--- src/rtl/fifo_wr_arbiter.sv ---
// Round-robin write-port arbiter for the async FIFO. It grants one requester at a time
// for bursts of up to MAX_BURST words, and fifo_full stalls the burst without ending it.
module fifo_wr_arbiter #(
  parameter  int N_REQ     = 4,
  parameter  int DATA_W    = 8,
  parameter  int MAX_BURST = 4,
  localparam int OWN_W     = $clog2(N_REQ),
  localparam int CNT_W     = $clog2(MAX_BURST + 1)
) (
  input  logic                    clk,
  input  logic                    reset,
  input  logic [N_REQ-1:0]        req,
  input  logic [N_REQ*DATA_W-1:0] req_data,
  input  logic                    fifo_full,
  output logic [N_REQ-1:0]        gnt,
  output logic [OWN_W-1:0]        owner,
  output logic                    busy,
  output logic                    w_en,
  output logic [DATA_W-1:0]       data_in
);

  localparam logic [0:0] S_IDLE  = 1'b0;
  localparam logic [0:0] S_GRANT = 1'b1;

  logic [0:0]       state_q, state_d;
  logic [N_REQ-1:0] gnt_q, gnt_d;
  logic [OWN_W-1:0] owner_q, owner_d;
  logic [OWN_W-1:0] rr_ptr_q, rr_ptr_d;
  logic             busy_q, busy_d;
  logic [CNT_W-1:0] burst_q, burst_d;

  logic [OWN_W-1:0] pick;
  logic             pick_vld;
  logic             burst_last;

  // Search from rr_ptr upwards with wrap; descending loop lets the closest hit win.
  always_comb begin
    pick     = rr_ptr_q;
    pick_vld = 1'b0;
    for (int i = N_REQ - 1; i >= 0; i--) begin
      int unsigned      idx;
      logic [OWN_W-1:0] idx_w;
      idx   = (int'(rr_ptr_q) + i) % N_REQ;
      idx_w = OWN_W'(idx);
      if (req[idx_w]) begin
        pick     = idx_w;
        pick_vld = 1'b1;
      end
    end
  end

  assign w_en       = busy_q & req[owner_q] & ~fifo_full;
  assign data_in    = req_data[owner_q*DATA_W +: DATA_W];
  assign burst_last = (burst_q == CNT_W'(MAX_BURST - 1));

  always_comb begin
    // NOTE: every next-state signal gets a hold default first so no path infers a latch.
    state_d  = state_q;
    gnt_d    = gnt_q;
    owner_d  = owner_q;
    rr_ptr_d = rr_ptr_q;
    busy_d   = busy_q;
    burst_d  = burst_q;
    case (state_q)
      S_IDLE: begin
        if (pick_vld) begin
          owner_d     = pick;
          gnt_d       = '0;
          gnt_d[pick] = 1'b1;
          busy_d      = 1'b1;
          burst_d     = '0;
          state_d     = S_GRANT;
        end
      end
      S_GRANT: begin
        if (w_en) begin
          burst_d = burst_q + 1'b1;
        end
        if (!req[owner_q] || (w_en && burst_last)) begin
          gnt_d    = '0;
          busy_d   = 1'b0;
          rr_ptr_d = (owner_q == OWN_W'(N_REQ - 1)) ? '0 : owner_q + 1'b1;
          state_d  = S_IDLE;
        end
      end
      default: state_d = S_IDLE;
    endcase
  end

  // NOTE: sequential state uses non-blocking assignments so every register samples pre-edge values.
  always_ff @(posedge clk or negedge reset) begin
    if (!reset) begin
      state_q  <= S_IDLE;
      gnt_q    <= '0;
      owner_q  <= '0;
      rr_ptr_q <= '0;
      busy_q   <= 1'b0;
      burst_q  <= '0;
    end else begin
      state_q  <= state_d;
      gnt_q    <= gnt_d;
      owner_q  <= owner_d;
      rr_ptr_q <= rr_ptr_d;
      busy_q   <= busy_d;
      burst_q  <= burst_d;
    end
  end

  assign gnt   = gnt_q;
  assign owner = owner_q;
  assign busy  = busy_q;

endmodule
--- config.mk ---
export PLATFORM = sky130hd
export DESIGN_NAME = fifo_wr_arbiter
export DESIGN_NICKNAME = d
export VERILOG_FILES = /design/src/rtl/fifo_wr_arbiter.sv
export SDC_FILE = /design/constraint.sdc
export NUM_CORES = 1
export LEC_CHECK = 0
export CORE_MARGIN = 1
export CORE_UTILIZATION = 40
export CTS_CLUSTER_SIZE = 20
export DETAILED_ROUTE_END_ITERATION = 12
export GPL_TIMING_DRIVEN = 0
export PLACE_DENSITY = 0.85
export REMOVE_ABC_BUFFERS = 1
export SYNTH_ARGS = -nofsm -noshare
export SYNTH_HDL_FRONTEND = slang
export SYNTH_SLANG_ARGS = --single-unit
--- constraint.sdc ---
create_clock -name clk -period 4.3 [get_ports clk]
set_input_delay 1.29 -clock clk [delete_from_list [all_inputs] [get_ports clk]]
set_output_delay 1.29 -clock clk [all_outputs]
set_load 0.1 [all_outputs]
==> metrics.md <==
| Metric | Value |
|---|---|
| Max Freq | `240 MHz` |
| CTS tree | `done` |
| Via density | `5.70` |
| Yosys warnings | `0` |
| Clock edge transition at the registers on the reported setup and hold paths | `90 ps` |
| Register area share after synthesis | `35.0%` |
| Area of the multi-input gates | `554 sq um` |
| Relative slew slack | `33.8%` |
| Core ar. | `2190 sq um` |
| Worst Skew | `1.98 ps` |
| Min-Delay Path Class | `flop to flop` |
| Filler cells | `170` |
| Fin. Hold Viols | `0` |
| Average size of a mapped cell | `11.8 sq um` |
| Netlist Area Pre-Place | `930 sq um` |
| ANT nets after route | `0` |
| Post-synth top area cell | `dfrtp_1` |
| Worst setup EP type | `output port` |
| Die width | `50.2 um` |
| Final Cycle Share | `96.8%` |
| Total track usage | `21.9%` |
| Drt total wl | `2620 um` |
| Critical path class | `input port to output port` |
| Hold Path End | `burst_q[2]` |
| # IOs | `55` |
| First-pass GRT wire length | `3960 um` |
| Vias | `918` |
| DP Wirelength | `2060 um` |
| Vias in the first global route | `829` |
| Largest cells by area after synthesis | `dfrtp_1 (35%), mux4_1 (23%), ha_1 (4.0%)` |
| # DRC | `0` |
| R2R cell count | `3` |
| Unrepaired setup endpoints after global routing | `no` |
| Max clock buf depth | `2` |
| Fraction of layout cells with a size suffix above 1 | `6.02%` |
| Length of the first detailed-routing pass in iterations | `5` |
| Number of setup violations in the final report | `0` |
| Global placer's final weighted congestion | `0.755` |
| Final Critical Period | `4160 ps` |
| PortBufs | `54` |
| Seq. cell area | `325 sq um` |
| Antenna diodes | `0` |
| Hold depth | `2` |
| Hold_buf cts | `0` |
| WL/cell | `16.3 um` |
| Final #Nets | `176` |
| Largest net degree at the start of global routing | `17` |
| Setup TNS | `0 ps` |
| Startpoint types | `input port` |
| Initial antenna violation count | `0` |
| Reg2Reg Setup Slack | `2370 ps` |
| Commonest non-fill, non-tap cell in the layout | `clkdlybuf4s50_1` |
| Yosys cell types | `29` |
| Hold wc startpoint | `burst_q[2]` |
| Maxcap violations | `0` |
| 1st-iter DRT viols | `24` |
| Status | `finished clean` |
| Crit path required time | `3010 ps` |
| Grt ovf | `0` |
| Htree depth | `1` |
| R2R Path End | `rr_ptr_q[1]` |
| Worst EP arrival | `2870 ps` |
| Synth Instances | `79` |
| Clock Sinks | `13` |
| Row count | `17` |
| Layout area overhead | `59.9%` |
| Die H | `50.2 um` |
| Crit-path max FO | `1` |
| Pins Over Slew Limit | `0` |
| Later-pin clock latency in the skew report | `290 ps` |
| Synth top area share | `35.0%` |
| DIE AREA | `2520 sq um` |
| CTS root buffer | `clkbuf_4` |
| Reg2reg start | `owner[1]` |
| Most frequent cells in the layout | `clkdlybuf4s50_1 (45), dfrtp_1 (13), mux4_1 (8), dlygate4sd2_1 (8)` |
| Initial Util | `42.4%` |
| Measured slew at the worst slew-check pin | `990 ps` |
| Register bit total from synthesis | `13` |
| TritonCTS Buffers | `3` |
-- synth_stat cells (all sizes together) --
master,instances
o211ai,1
mux2,1
nor2,1
inv,5
nand4b,1
a211o,1
dfrtp,13
nand3,7
o22a,1
or4,1
nor3b,1
o21ai,6
nand3b,1
buf,3
nor2b,3
o22ai,2
nand2,7
o31ai,5
and3b,1
mux4,9
clkbuf,1
ha,3
a21o,1
a2bb2oi,1
o211a,1
o21a,1
a21oi,1
-- through the flow --
step / cells / area (sq um) / setup WS, ps / util [%] / hold slack [ps]
2_1_floorplan: 75 / 898 / 747 / - / 467
3_3_place_gp: 157 / 1470 / -518 / 67.3 / 485
3_5_place_dp: 157 / 1470 / -530 / 67.3 / 492
4_1_cts: 161 / 1490 / -36.5 / 68.1 / 511
5_1_grt: 161 / 1490 / 103 / 67.8 / 561
6_report: 161 / 1490 / 138 / 67.8 / 507
-- worst max-delay path, stage by stage --
cell and delay (ps):
clkdlybuf4s50_1 480, mux4_1 230, dlygate4sd2_1 870
-- sequential cells by signal, indices dropped and copies added (netlist names) --
signal	count
gnt	4
burst_q	3
owner	2
rr_ptr_q	2
busy	1
state_q	1
-- layer usage --
metal  up-vias  track usage (%)  share of wire, %  routed length (um)
met5         -                0                 0                   0
met4         0             12.9               3.9                 102
met3        13             1.52               3.9                 101
met2        33             37.6                53                1400
met1       449             26.8                39                1010
li1        423                -                 -                   -
-- cell families (layout without fill, tap and decap cells) --
family                   count (synthesis)  after routing  synth area share, %
buffers and inverters                    9             63                 5.38
AND/OR/NAND/NOR                         23             23                 13.5
flip-flops                              13             13                 35.0
multiplexers                            10             10                 26.6
adder cells (fa/ha/maj)                  3              3                 4.04
AO/OA/AOI/OAI                           21             21                 15.5
-- worst max-delay path by stage --
stage	from	end	slack, ps	cells past startpoint
5_1_grt	req_data[22]	data_in[6]	100	3
2_1_floorplan	owner[0]	data_in[0]	750	1
4_1_cts	req[3]	w_en	-40	4
3_3_place_gp	req[1]	w_en	-520	4
3_5_place_dp	req[3]	w_en	-530	4
6_report	req_data[22]	data_in[6]	140	3
-- area by class of cell --
class | instances | area share (%)
timing repair buffer | 54 | 35.4
inverter | 5 | 1.26
multi-input combinational | 57 | 37.3
sequential | 13 | 21.9
clock inverter | 1 | 0.337
clock buffer | 3 | 1.52
tap | 28 | 2.36
-- repair_timing --
action                     4_1_cts  5_1_grt
buffers inserted                 0        0
cloned                           0        0
setup endpoints to repair        9        1
gates resized for setup         11        2
Power is left out: the tool's default activity adds up to more than one toggle a clock period on the data nets, which glitch-free logic cannot reach.
